==> config.mk <==
export PLATFORM = sky130hd
export DESIGN_NAME = muldiv_unit_flat
export DESIGN_NICKNAME = d
export VERILOG_FILES = /design/src/rtl/muldiv_pkg.sv /design/src/rtl/muldiv_unit_if.sv /design/src/rtl/muldiv_unit.sv /design/src/flat_wrapper.sv
export SDC_FILE = /design/constraint.sdc
export NUM_CORES = 1
export LEC_CHECK = 0
export ABC_AREA = 0
export ABC_CLOCK_PERIOD_IN_PS = 4100
export CELL_PAD_IN_SITES_DETAIL_PLACEMENT = 1
export CELL_PAD_IN_SITES_GLOBAL_PLACEMENT = 1
export CORE_ASPECT_RATIO = 1.25
export CORE_MARGIN = 1.5
export CORE_UTILIZATION = 48
export CTS_BUF_LIST = sky130_fd_sc_hd__clkbuf_16
export DETAILED_ROUTE_END_ITERATION = 7
export DONT_BUFFER_PORTS = 1
export PLACE_DENSITY = 0.86
export SYNTH_ARGS = -nofsm -noshare
export SYNTH_HDL_FRONTEND = slang
export SYNTH_SLANG_ARGS = --single-unit
==> constraint.sdc <==
create_clock -name clk -period 4.1 [get_ports clk]
set_clock_uncertainty 0.05 [all_clocks]
set_input_delay 1.23 -clock clk [delete_from_list [all_inputs] [get_ports clk]]
set_output_delay 1.23 -clock clk [all_outputs]
set_load 0.03 [all_outputs]
==> src/rtl/muldiv_pkg.sv <==
// Shared types for the iterative multiply/divide unit: operation codes and FSM states.
package muldiv_pkg;

  typedef enum logic [1:0] {
    MD_MULT  = 2'b00,
    MD_MULTU = 2'b01,
    MD_DIV   = 2'b10,
    MD_DIVU  = 2'b11
  } md_op_e;

  typedef enum logic [1:0] {
    ST_IDLE  = 2'b00,
    ST_CALC  = 2'b01,
    ST_FIXUP = 2'b10,
    ST_DONE  = 2'b11
  } md_state_e;

endpackage

==> src/rtl/muldiv_unit_if.sv <==
// Request/result bundle between the CPU control unit (master) and the muldiv unit (slave).
interface muldiv_unit_if #(
  parameter int WIDTH = 32
);
  import muldiv_pkg::*;

  logic             start;
  md_op_e           op;
  logic [WIDTH-1:0] a;
  logic [WIDTH-1:0] b;
  logic             clear;
  logic [WIDTH-1:0] hi;
  logic [WIDTH-1:0] lo;
  logic             busy;
  logic             done;
  logic             div_by_zero;

  modport master (
    output start, op, a, b, clear,
    input  hi, lo, busy, done, div_by_zero
  );

  modport slave (
    input  start, op, a, b, clear,
    output hi, lo, busy, done, div_by_zero
  );

endinterface

==> src/rtl/muldiv_unit.sv <==
// Iterative signed/unsigned multiply and divide sharing one 2*WIDTH accumulator,
// holding the HI/LO result registers. WIDTH must be even and at least 4.
module muldiv_unit
  import muldiv_pkg::*;
#(
  parameter int WIDTH = 32
) (
  input  logic         clk,
  input  logic         reset,
  muldiv_unit_if.slave bus
);

  localparam int CW = $clog2(WIDTH);

  md_state_e          state;
  logic [CW-1:0]      count;
  logic [WIDTH-1:0]   mag_a;
  logic [WIDTH-1:0]   mag_b;
  logic [2*WIDTH-1:0] acc;
  logic               is_div;
  logic               neg_res;
  logic               neg_rem;

  logic [WIDTH-1:0]   hi_q;
  logic [WIDTH-1:0]   lo_q;
  logic               busy_q;
  logic               done_q;
  logic               dbz_q;

  logic               op_signed;
  logic               op_div;
  logic               sign_a;
  logic               sign_b;
  logic               zero_div;
  logic [WIDTH-1:0]   abs_a;
  logic [WIDTH-1:0]   abs_b;

  logic [WIDTH:0]     mul_sum;
  logic [WIDTH:0]     div_trial;
  logic [2*WIDTH-1:0] acc_next;
  logic [2*WIDTH-1:0] acc_neg;
  logic [WIDTH-1:0]   quot_fix;
  logic [WIDTH-1:0]   rem_fix;

  assign bus.hi          = hi_q;
  assign bus.lo          = lo_q;
  assign bus.busy        = busy_q;
  assign bus.done        = done_q;
  assign bus.div_by_zero = dbz_q;

  // Decode the incoming request into operand magnitudes and sign flags.
  always_comb begin
    op_signed = ~bus.op[0];
    op_div    = bus.op[1];
    sign_a    = op_signed & bus.a[WIDTH-1];
    sign_b    = op_signed & bus.b[WIDTH-1];
    abs_a     = sign_a ? -bus.a : bus.a;
    abs_b     = sign_b ? -bus.b : bus.b;
    zero_div  = op_div && (bus.b == '0);
  end

  // One iteration of shift-add (multiply) or restoring shift-subtract (divide),
  // plus the two's-complement fixups applied after the last iteration.
  always_comb begin
    mul_sum   = {1'b0, acc[2*WIDTH-1:WIDTH]} + {1'b0, (acc[0] ? mag_a : {WIDTH{1'b0}})};
    div_trial = {acc[2*WIDTH-1:WIDTH], acc[WIDTH-1]} - {1'b0, mag_b};
    acc_next  = acc;
    if (is_div) begin
      if (div_trial[WIDTH]) begin
        acc_next = {acc[2*WIDTH-2:0], 1'b0};
      end else begin
        acc_next = {div_trial[WIDTH-1:0], acc[WIDTH-2:0], 1'b1};
      end
    end else begin
      acc_next = {mul_sum, acc[WIDTH-1:1]};
    end
    acc_neg  = -acc;
    quot_fix = neg_res ? -acc[WIDTH-1:0] : acc[WIDTH-1:0];
    rem_fix  = neg_rem ? -acc[2*WIDTH-1:WIDTH] : acc[2*WIDTH-1:WIDTH];
  end

  // Control FSM and datapath registers; reset and clear abort everything and zero the results.
  always_ff @(posedge clk) begin
    if (reset || bus.clear) begin
      state   <= ST_IDLE;
      count   <= '0;
      mag_a   <= '0;
      mag_b   <= '0;
      acc     <= '0;
      is_div  <= 1'b0;
      neg_res <= 1'b0;
      neg_rem <= 1'b0;
      hi_q    <= '0;
      lo_q    <= '0;
      busy_q  <= 1'b0;
      done_q  <= 1'b0;
      dbz_q   <= 1'b0;
    end else begin
      case (state)
        ST_IDLE: begin
          done_q <= 1'b0;
          if (bus.start) begin
            busy_q  <= 1'b1;
            is_div  <= op_div;
            neg_res <= sign_a ^ sign_b;
            neg_rem <= sign_a;
            mag_a   <= abs_a;
            mag_b   <= abs_b;
            if (zero_div) begin
              state <= ST_DONE;
            end else begin
              state <= ST_CALC;
              count <= CW'(WIDTH - 1);
              acc   <= op_div ? {{WIDTH{1'b0}}, abs_a} : {{WIDTH{1'b0}}, abs_b};
            end
          end
        end
        ST_CALC: begin
          acc <= acc_next;
          if (count == '0) begin
            state <= ST_FIXUP;
          end else begin
            count <= count - 1'b1;
          end
        end
        ST_FIXUP: begin
          if (is_div) begin
            hi_q <= rem_fix;
            lo_q <= quot_fix;
          end else begin
            {hi_q, lo_q} <= neg_res ? acc_neg : acc;
          end
          dbz_q  <= 1'b0;
          done_q <= 1'b1;
          state  <= ST_DONE;
        end
        ST_DONE: begin
          // A divide-by-zero arrives here without done raised; raise it one cycle later.
          if (done_q) begin
            done_q <= 1'b0;
            busy_q <= 1'b0;
            state  <= ST_IDLE;
          end else begin
            done_q <= 1'b1;
            dbz_q  <= 1'b1;
          end
        end
        default: begin
          state <= ST_IDLE;
        end
      endcase
    end
  end

endmodule

==> src/flat_wrapper.sv <==
// flat-port wrapper written by rule: the top's interface ports become plain ports
module muldiv_unit_flat import muldiv_pkg::*;
#(
  parameter int WIDTH = 32
)
  (clk, reset, bus_start, bus_op, bus_a, bus_b, bus_clear, bus_hi, bus_lo, bus_busy, bus_done, bus_div_by_zero);
  muldiv_unit_if #(.WIDTH(WIDTH)) bus_i ();
  input  logic clk;
  input  logic reset;
  input wire logic [$bits(bus_i.start)-1:0] bus_start;
  input wire logic [$bits(bus_i.op)-1:0] bus_op;
  input wire logic [$bits(bus_i.a)-1:0] bus_a;
  input wire logic [$bits(bus_i.b)-1:0] bus_b;
  input wire logic [$bits(bus_i.clear)-1:0] bus_clear;
  output wire logic [$bits(bus_i.hi)-1:0] bus_hi;
  output wire logic [$bits(bus_i.lo)-1:0] bus_lo;
  output wire logic [$bits(bus_i.busy)-1:0] bus_busy;
  output wire logic [$bits(bus_i.done)-1:0] bus_done;
  output wire logic [$bits(bus_i.div_by_zero)-1:0] bus_div_by_zero;
  assign bus_i.start = bus_start;
  assign bus_i.op = bus_op;
  assign bus_i.a = bus_a;
  assign bus_i.b = bus_b;
  assign bus_i.clear = bus_clear;
  assign bus_hi = bus_i.hi;
  assign bus_lo = bus_i.lo;
  assign bus_busy = bus_i.busy;
  assign bus_done = bus_i.done;
  assign bus_div_by_zero = bus_i.div_by_zero;
  muldiv_unit #(.WIDTH(WIDTH)) u_core (.clk(clk), .reset(reset), .bus(bus_i));
endmodule
==> reports/qor.csv <==
metric,value,unit
Yosys top cell by area,dfxtp_1,
clock sinks,205,
period utilization,92.3,%
max-cap viol count,0,
Synth Register Bits,205,
port buffer count,0,
post-synthesis sequential area ratio,26.6,%
cells along the critical path,"inv_1, ha_1, fa_1, nor2b_1, o31a_1, o21ai_0, a21oi_1, o31ai_2, nor3_2, buf_12, mux2_2, o221ai_1",
Stages on worst setup path,12,
syn_area_per_cell,7.60,µm²
Yosys top cell area share,26.6,%
WL/cell,25.1,µm
CP endpoint kind,register,
status,"finished, final reports clean",
CP Class,reg2reg,
Post-Synth XOR/XNOR Area,9.27,%
Synth top cells by count,"233 x nor2_1, 205 x dfxtp_1, 166 x a21oi_1",
final setup margin,0.316,ns
post-synth net total,2173,
GR Overflow Total,0,
multiplexer share of the synthesized area,5.35,%
Core ar.,31700,µm²
TritonCTS buffer count,24,
CP required,4.52,ns
placed insts,2377,
unrepaired setup endpoints after global routing,false,
Clock transition at path regs,0.06,ns
design area,16700,µm²
slew margin rel.,29.1,%
"FFs w/ async S/R, synth",0,%
FF-to-FF Start,u_core.acc[31]$_SDFFE_PP0P_,
Worst R2R End,u_core.acc[32]$_SDFFE_PP0P_,
Fin. Hold Viols,0,
"CP delay by family, top",compound AO/OA/AOI/OAI gates,
initial core utilization,48.6,%
initial DRC count,1255,
"slowest stage delay, CP",0.42,ns
ys flop type,dfxtp_1,
cells on worst reg2reg path,12,
critical hold path startpoint,u_core.mag_a[31]$_SDFFE_PP0P_,
Post-DP HPWL,46800,µm
Die Y,203,µm
CTS Root Cell,clkbuf_16,
largest net degree at the start of global routing,101,
die area,33200,µm²
"count leader, synth",nor2_1,
pre-CTS setup slack,0.126,ns
dpl cell area,16000,µm²
Synth Area in Compound Gates,26.7,%
area share of fa/ha/maj cells after synthesis,6.35,%
CTS max path bufs,3,
crit path from,u_core.acc[31]$_SDFFE_PP0P_,
via count,15700,
nets,2138,
H-Tree Depth,1,
vias in the first global route,16200,
Least-Margin Pin Slew,1.06,ns
synthesis-to-finish area growth,8.75,%
hold endpoint,u_core.mag_a[31]$_SDFFE_PP0P_,
maximum clock rate,264,MHz
final setup fails,0,
setup bufs post-CTS,0,
CP arrival,4.21,ns
drt total wl,60600,µm
CTS tree,done,
first-pass GRT wire length,92800,µm
sum of negative setup slack,0,ns
distinct cell type count after synthesis,74,
"reg-to-reg slack, setup",0.32,ns
Residual DRC,0,
Via density,6.51,
Max VDD drop,0.244,mV
dominant cells by area after synthesis,"dfxtp_1 27%, ha_1 6.1%, nor2_1 5.7%, a211oi_1 5.6%, a21oi_1 5.4%",
CP max stage cell,fa_1,
post-cts resize count,0,
hold depth,2,
gr usage total,36.2,%
"EDFF count, synth",0,
Antenna Cells,0,
Cells after Synth,2026,
Yosys Warn Count,0,
register area,4110,µm²
min Tclk post-route,3.78,ns
routability cong.,0.998,
"Buf+Inv Stages, Crit Path",2,
Site Rows,73,
layout cells sized above 1,7.19,%
hold buffer count at cts,0,
Hold Crit Class,reg2reg,
largest family of logic cells by synthesized area,compound AO/OA/AOI/OAI gates,
Detail Route Antenna Nets,0,
Post-Syn Area,15400,µm²
# fillers,3945,
pwr dens,326,nW/µm²
Worst-Skew Late Latency,0.55,ns
Power Total,5460,µW
Leak Pwr,0.00634,µW
initial antenna violation count,0,
simple-gate share of the synthesized area,20.9,%
drt pass-1 iters,5,
Multi-input gate area,10600,µm²
post-route insts no fill,2415,
Die X,163,µm
# IOs,137,
worst-path maximum fanout,28,
crit path launch type,register,
Final Max Slew Viols,0,
cell usage in the layout, fill, tap and decap left out, types with 7 or more instances in the layout:
master,netlist,final
nor2_1,233,231
dfxtp_1,205,204
a21oi_1,166,166
nand2_1,151,151
o21ai_0,136,136
a211oi_1,114,114
xor2_1,89,89
inv_1,71,75
xnor2_1,74,74
ha_1,75,74
mux2i_1,61,61
buf_4,0,60
nor3_1,61,59
and2_1,41,40
nand3_1,28,28
o31ai_1,26,26
o211ai_1,26,26
a31oi_1,24,24
clkbuf_16,0,24
nand2b_1,22,22
a22oi_1,22,22
a21o_1,20,20
nor4_1,19,19
or3_1,19,19
mux2_2,19,19
nor2b_1,17,17
or4_1,15,15
nand4_1,13,13
o41ai_1,13,13
o21a_1,12,12
nand3b_1,12,12
o22ai_1,10,10
a311oi_1,7,7
a21boi_0,7,7
state kept, by name, summed over array words and instances (netlist names):
name                    cells
u_core.acc                 64
u_core.bus.hi              32
u_core.bus.lo              32
u_core.mag_a               32
u_core.mag_b               32
u_core.count                5
u_core.state                2
u_core.bus.busy             1
u_core.bus.div_by_zero      1
u_core.bus.done             1
u_core.is_div               1
u_core.neg_rem              1
u_core.neg_res              1
kinds of logic after synthesis:
| group | Yosys count |
|---|---|
| and+or+nand+nor | 668 |
| AOI/OAI and AO/OA | 638 |
| DFF | 205 |
| buffers and inverters | 195 |
| xor gates and xnor gates | 163 |
| muxes | 80 |
| adders and majority gates | 77 |
worst min-delay path, cell delays in order (launching register included):
cell	delay, ns
dfxtp_1	0.30
nand2_1	0.05
a21oi_1	0.05
per-stage QoR:
stage / utilization (%) / hold WS, ns
floorplan: - / 0.382
global placement: 50.5 / 0.392
detailed placement: 50.5 / 0.395
CTS: 52.8 / 0.403
global route: 52.8 / 0.424
finish: 52.8 / 0.405
layout make-up:
cell class,count,area share [%]
Clock buffer,24,3.59
Timing Repair Buffer,63,3.05
Tap cell,412,3.08
Sequential cell,205,24.5
Multi-Input combinational cell,1626,63.3
Clock inverter,14,0.911
Inverter,71,1.59
layer usage:
| metal | wire, µm | track usage, % | part of all wire (%) |
|---|---|---|---|
| met2 | 29000 | 62.1 | 48 |
| met1 | 23500 | 41.0 | 39 |
| met4 | 4680 | 25.2 | 7.7 |
| met5 | 0 | 0 | 0 |
| met3 | 3440 | 5.35 | 5.7 |
report_power, final:
| part | total (µW) | switching [µW] | internal, µW | leakage (µW) |
|---|---|---|---|---|
| combinational | 1150 | 752 | 399 | 0.00430 |
| clock | 2140 | 893 | 1240 | 0.000375 |
| sequential | 2170 | 107 | 2060 | 0.00166 |
how the worst max path moves through the flow:
stage,endpoint,slack [ns]
5_1_grt,u_core.acc[32]$_SDFFE_PP0P_,0.14
3_5_place_dp,u_core.acc[43]$_SDFFE_PP0P_,0.13
2_1_floorplan,u_core.acc[39]$_SDFFE_PP0P_,0.49
6_report,u_core.acc[32]$_SDFFE_PP0P_,0.32
4_1_cts,u_core.acc[32]$_SDFFE_PP0P_,0.38
3_3_place_gp,u_core.acc[43]$_SDFFE_PP0P_,0.23
No activity file was read; power rests on OpenSTA's default activity.
